File: src/rtl/sobel_edge_filter.sv
// sobel_edge_filter: 3-stage pipelined 3x3 Sobel edge detector on RGB444 windows.
// Stage p0 registers per-pixel gray, p1 registers Gx/Gy, and the output stage
// registers the edge pixel plus the per-frame edge counter.
// Optional macro SOBEL_BINARY_EN: when defined, edge_data is 12'hFFF/12'h000
// (binary); when undefined, edge_data is the graded {n,n,n} with n = mag_sat[7:4].
module sobel_edge_filter #(
    parameter logic [7:0] THRESHOLD = 8'd100,
    parameter logic [9:0] H_LAST    = 10'd639,
    parameter logic [9:0] V_LAST    = 10'd479
) (
    input  logic        clk,
    input  logic        reset,
    input  logic        de_in,
    input  logic [9:0]  x_in,
    input  logic [9:0]  y_in,
    input  logic [11:0] PixelData_00,
    input  logic [11:0] PixelData_01,
    input  logic [11:0] PixelData_02,
    input  logic [11:0] PixelData_10,
    input  logic [11:0] PixelData_11,
    input  logic [11:0] PixelData_12,
    input  logic [11:0] PixelData_20,
    input  logic [11:0] PixelData_21,
    input  logic [11:0] PixelData_22,
    output logic        de_out,
    output logic [9:0]  x_out,
    output logic [9:0]  y_out,
    output logic [11:0] edge_data,
    output logic [18:0] edge_count,
    output logic        count_valid
);

    localparam logic [18:0] ACC_MAX = '1;

    // g = R + 2G + B, range 0..60
    function automatic logic [5:0] gray(input logic [11:0] p);
        return {2'b00, p[11:8]} + {1'b0, p[7:4], 1'b0} + {2'b00, p[3:0]};
    endfunction

    // a + 2b + c of gray values, max 240 so the MSB is always zero
    function automatic logic [8:0] wsum(input logic [5:0] a, input logic [5:0] b,
                                        input logic [5:0] c);
        return {3'b000, a} + {2'b00, b, 1'b0} + {3'b000, c};
    endfunction

    function automatic logic [8:0] abs9(input logic signed [8:0] v);
        return v[8] ? $unsigned(-v) : $unsigned(v);
    endfunction

    function automatic logic [7:0] sat8(input logic [9:0] m);
        return (m > 10'd255) ? 8'hFF : m[7:0];
    endfunction

    // Accumulator sticks at all-ones instead of wrapping
    function automatic logic [18:0] sat_inc(input logic [18:0] a, input logic inc);
        if (inc && (a != ACC_MAX)) begin
            return a + 19'd1;
        end
        return a;
    endfunction

    // ---- stage p0: gray conversion ----
    logic [11:0] pix [0:8];
    logic [5:0]  g_p0_q [0:8];
    logic        de_p0_q;
    logic [9:0]  x_p0_q, y_p0_q;

    assign pix[0] = PixelData_00;
    assign pix[1] = PixelData_01;
    assign pix[2] = PixelData_02;
    assign pix[3] = PixelData_10;
    assign pix[4] = PixelData_11;
    assign pix[5] = PixelData_12;
    assign pix[6] = PixelData_20;
    assign pix[7] = PixelData_21;
    assign pix[8] = PixelData_22;

    // Register gray of every window pixel alongside de/x/y
    always_ff @(posedge clk) begin
        for (int i = 0; i < 9; i++) begin
            g_p0_q[i] <= reset ? 6'd0 : gray(pix[i]);
        end
        if (reset) begin
            de_p0_q <= 1'b0;
            x_p0_q  <= '0;
            y_p0_q  <= '0;
        end else begin
            de_p0_q <= de_in;
            x_p0_q  <= x_in;
            y_p0_q  <= y_in;
        end
    end

    // ---- stage p1: gradients ----
    logic signed [8:0] gx_p1_d, gy_p1_d;
    logic signed [8:0] gx_p1_q, gy_p1_q;
    logic              de_p1_q;
    logic [9:0]        x_p1_q, y_p1_q;

    assign gx_p1_d = $signed(wsum(g_p0_q[2], g_p0_q[5], g_p0_q[8]))
                   - $signed(wsum(g_p0_q[0], g_p0_q[3], g_p0_q[6]));
    assign gy_p1_d = $signed(wsum(g_p0_q[6], g_p0_q[7], g_p0_q[8]))
                   - $signed(wsum(g_p0_q[0], g_p0_q[1], g_p0_q[2]));

    // Register Sobel gradients with their de/x/y
    always_ff @(posedge clk) begin
        if (reset) begin
            gx_p1_q <= '0;
            gy_p1_q <= '0;
            de_p1_q <= 1'b0;
            x_p1_q  <= '0;
            y_p1_q  <= '0;
        end else begin
            gx_p1_q <= gx_p1_d;
            gy_p1_q <= gy_p1_d;
            de_p1_q <= de_p1_q_next();
            x_p1_q  <= x_p0_q;
            y_p1_q  <= y_p0_q;
        end
    end

    function automatic logic de_p1_q_next();
        return de_p0_q;
    endfunction

    // ---- stage p2: magnitude, threshold, output and frame count ----
    logic [9:0]  mag_p2_d;
    logic [7:0]  mag_sat_p2_d;
    logic        edge_p2_d;
    logic        frame_end_p2_d;
    logic [11:0] edge_data_p2_d;
    logic [18:0] acc_inc_d;

    logic [11:0] edge_data_q;
    logic        de_out_q;
    logic [9:0]  x_out_q, y_out_q;
    logic [18:0] edge_count_q;
    logic        count_valid_q;
    logic [18:0] acc_q;

    assign mag_p2_d       = {1'b0, abs9(gx_p1_q)} + {1'b0, abs9(gy_p1_q)};
    assign mag_sat_p2_d   = sat8(mag_p2_d);
    assign edge_p2_d      = de_p1_q && (mag_sat_p2_d >= THRESHOLD);
    assign frame_end_p2_d = de_p1_q && (x_p1_q == H_LAST) && (y_p1_q == V_LAST);
    assign acc_inc_d      = sat_inc(acc_q, edge_p2_d);

`ifdef SOBEL_BINARY_EN
    assign edge_data_p2_d = edge_p2_d ? 12'hFFF : 12'h000;
`else
    assign edge_data_p2_d = de_p1_q ? {mag_sat_p2_d[7:4], mag_sat_p2_d[7:4], mag_sat_p2_d[7:4]}
                                    : 12'h000;
`endif

    // Output registers plus frame edge accumulator; frame end folds in its own edge
    always_ff @(posedge clk) begin
        if (reset) begin
            edge_data_q   <= '0;
            de_out_q      <= 1'b0;
            x_out_q       <= '0;
            y_out_q       <= '0;
            edge_count_q  <= '0;
            count_valid_q <= 1'b0;
            acc_q         <= '0;
        end else begin
            edge_data_q   <= edge_data_p2_d;
            de_out_q      <= de_p1_q;
            x_out_q       <= x_p1_q;
            y_out_q       <= y_p1_q;
            count_valid_q <= frame_end_p2_d;
            if (frame_end_p2_d) begin
                edge_count_q <= acc_inc_d;
                acc_q        <= '0;
            end else begin
                acc_q        <= acc_inc_d;
            end
        end
    end

    assign edge_data   = edge_data_q;
    assign de_out      = de_out_q;
    assign x_out       = x_out_q;
    assign y_out       = y_out_q;
    assign edge_count  = edge_count_q;
    assign count_valid = count_valid_q;

endmodule

File: config.mk
export PLATFORM = sky130hd
export DESIGN_NAME = sobel_edge_filter
export DESIGN_NICKNAME = d
export VERILOG_FILES = /design/src/rtl/sobel_edge_filter.sv
export SDC_FILE = /design/constraint.sdc
export NUM_CORES = 1
export LEC_CHECK = 0
export BUFFER_PORTS_ARGS = -buffer_cell sky130_fd_sc_hd__buf_4
export CORE_UTILIZATION = 50
export DETAILED_ROUTE_END_ITERATION = 16
export GPL_TIMING_DRIVEN = 0
export PLACE_DENSITY = 0.74
export SKIP_CTS_REPAIR_TIMING = 1
export SYNTH_ARGS = -nofsm -noshare
export SYNTH_HDL_FRONTEND = slang
export SYNTH_SLANG_ARGS = --single-unit
File: constraint.sdc
create_clock -name clk -period 8.6 [get_ports clk]
set_clock_uncertainty 0.2 [all_clocks]
set_input_delay 0.43 -clock clk [delete_from_list [all_inputs] [get_ports clk]]
set_output_delay 0.43 -clock clk [all_outputs]
set_load 0.03 [all_outputs]
==> summary by stage <==
Timing
The transition time at the pin with the least slew margin is 774 ps. The tightest slew margin relative to the limit is 48.4%. The maximum clock frequency is 245 MHz. The final setup violation count is 0. Setup repair after global routing left no endpoint under its margin. The number of hold violations in the final report came to 7. The time the final worst path needs with I/O delays and setup is 4070 ps.

The final setup TNS is 0 ps. The tightest hold path in the finished design has a slack of -8.92 ps. The share of the cycle needed by the critical path after routing is 47.4%. The max-slew violation count came to 0.

Power and ir drop
The design draws 3.63 mW. The leakage power is 5.12 nW. The power density relative to cell area is 322 nW/µm².

VDD sags by at most 0.000235 V.

Drt
The detailed-route DRC error count is 0. The routed via count divided by cell count is 4.85. The number of detailed-routing iterations run before antenna repair is 4. Detailed routing inserted a total of 6364 vias.

The count of antenna-violating nets left after detailed routing is 0. The detail-routed net length per standard cell is 14.1 µm. The iteration-0 DRC count of the detailed router is 209.

The routed design has 18.5 mm of wire.

Synthesis
The cell taking the most area after synthesis is dfxtp_1. The Yosys step of the flow raised 0 warnings. By count the netlist is led by 172 x dfxtp_1, 109 x nor2b_1, 107 x inv_1, 79 x fa_1, 77 x nor2_1. Summing every instance area after synthesis gives 9050 µm². In the post-synthesis netlist, the biggest area contributors are dfxtp_1 38%, fa_1 17%, ha_1 10%, nor2b_1 7.5%, inv_1 4.4%. The most instantiated flip-flop cell in the synthesis netlist is dfxtp_1. Counting flops with an async set or reset pin after synthesis yields a share of 0%. The post-synthesis cell type count is 48. Summed over its instances, the top area cell type makes up 38.1% of the synthesized netlist area. In this run the mean area of a mapped cell was 10.3 µm².

The sequential share of the synthesized area is 38.1%. By instance count, the leading cell after synthesis is dfxtp_1. The number of enable-type register cells in the synthesized netlist is 0.

The synthesized instance count is 881. The net count of the mapped netlist is 1163. The number of synthesized register bits is 172.

GRT
The initial antenna violation count came to 0. Entering global routing, the biggest net connects 22 pins. The total congestion overflow is 0. The combined global-route utilization of all metal layers is 21.6%. The met2 demand-to-capacity share in global routing is 38.3%. The via count of the first global-routing pass is 6600. After global routing, the most crowded layer is met2. The global routing met1 resource utilization is 25.4%. The wire length of the first global-routing pass is 30.7 mm. For met3 alone, demand over resource in global routing was 5.59%.

Critical path
For the worst setup path, the data arrival time is 4170 ps. The category of the most critical setup path is reg -> reg. In this run the critical register-to-register path is launched from gx_p1_q[0].

The critical path startpoint is gx_p1_q[0]. The critical-path maximum fanout is 10. The data required time of the worst path is 8700 ps.

The type of destination of the critical path is a flop. STA classifies the critical path startpoint as a flop.

Floorplan
In this run the horizontal extent of the chip is 137 µm. The initial cell density of the core is 51.8%. The number of rows in the core area is 48.

In this run the count of I/O pins placed on the die edge is 184. The core area is 17500 µm². The floorplan die area is 18600 µm². In this run the vertical extent of the chip is 137 µm.

Cells and area
The filler cells instantiated in the layout total 1384. With fillers left out, the area of the finished cells amounts to 11300 µm². The area growth from synthesis to layout is 24.7%. Cells with a size suffix above 1 make up 20.8% of the layout. The final net count is 1356. The number of antenna diodes in the final layout is 0.

Run
The max-cap violation count is 0.

Outcome
The run finished, with violations left. The checks that failed: negative hold slack.

Place
After detailed placement, the total cell area comes to 10600 µm². At the end of routability-driven placement, the weighted congestion stood at 0.807. The HPWL after detailed placement is 14.8 mm.

The number of port buffers is 171.

Clock network
In this run the deepest clock path goes through 2 buffers. The number of clock sinks is 172. At the later pin of the worst-skew pair, clock insertion delay measures 440 ps. The TritonCTS clock tree is done.

Clock-pin slew was measured on the worst setup and hold paths at 80 ps. The clock root buffer is clkbuf_16. The deepest level of the CTS H-tree is 4. Clock tree synthesis inserted a total of 17 buffers.

Hold path
The hold path startpoint is x_in[9]. The path class of the tightest hold or removal check is in -> reg.
## layout make-up
class	instances	area, µm²	share of cell area (%)
tap	225	282	2.50
timing repair buffer	174	1310	11.6
clock buffer	17	425	3.77
clock inverter	15	214	1.90
multi-input combinational	568	5040	44.6
buffer	34	165	1.46
sequential	172	3440	30.5
inverter	107	402	3.56
## sequential cells by signal, summed over array words and instances, names as in the netlist
signal	flops
count_valid	1
de_p1_q	1
de_out	1
gx_p1_q	9
x_p1_q	10
de_p0_q	1
acc_q	19
y_out	10
x_out	10
edge_count	19
y_p1_q	10
x_p0_q	10
edge_data	4
g_p0_q	48
gy_p1_q	9
y_p0_q	10
## routing by layer
| layer | share of wire [%] | wire length (µm) | vias up |
|---|---|---|---|
| met5 | 0 | 0 | - |
| met4 | 2.3 | 430 | 0 |
| met3 | 4.5 | 831 | 35 |
| met2 | 51 | 9370 | 149 |
| met1 | 43 | 7860 | 2971 |
| li1 | - | - | 3209 |
## critical path, cell delays in order, from the launching register on
cell and delay [ps]:
dfxtp_1 430, inv_1 70, ha_1 290, nand2_1 70, o21a_1 180, inv_1 60
ha_1 280, a21o_1 200, a221oi_1 500, xor2_1 160, or4_4 530, a21oi_4 320
buf_6 210, nand2_1 80, xor2_1 250, a211oi_2 110
## final timing paths
kind | end | slack (ps) | cells past startpoint
worst max-delay path | edge_count[2] | 4530 | 15
worst min register to register | y_p1_q[0] | 240 | 1
worst max register to register | edge_count[2] | 4530 | 15
worst min-delay path | x_p0_q[9] | -9 | 2
## power breakdown
group | leakage [nW] | switching, mW | internal, mW
Clock | 0.304 | 0.386 | 0.402
Combinational | 3.40 | 0.982 | 0.906
Sequential | 1.41 | 0.0622 | 0.893
## cells by family after synthesis
family,after synthesis,synth area share [%]
buffers and inverters,141,6.26
multiplexers,1,0.111
flip-flops,172,38.1
adder cells (fa/ha/maj),151,27.4
AND/OR/NAND/NOR,268,16.0
XOR/XNOR,46,4.45
AO/OA/AOI/OAI,102,7.72
## through the flow
stage          util, %  hold slack [ps]  worst slack [ps]  std cells
2_1_floorplan        -              214              4990        881
3_3_place_gp      60.7              218              4610       1277
3_5_place_dp      60.7              222              4520       1277
4_1_cts           64.4            -13.6              4520       1309
5_1_grt           64.6             3.19              4150       1312
6_report          64.6            -8.92              4530       1312
## cell usage in the layout (no fill, tap or decap), types with 17 or more instances in the layout
cell,count
nor2b_1,109
nor2_1,77
clkbuf_16,17
xnor2_1,19
fa_1,79
a21oi_1,24
inv_1,107
nor3_1,17
xor2_1,27
clkbuf_1,21
buf_4,179
ha_1,72
dfxtp_1,172
a21o_1,20
Power figures use the tool's default switching activity.
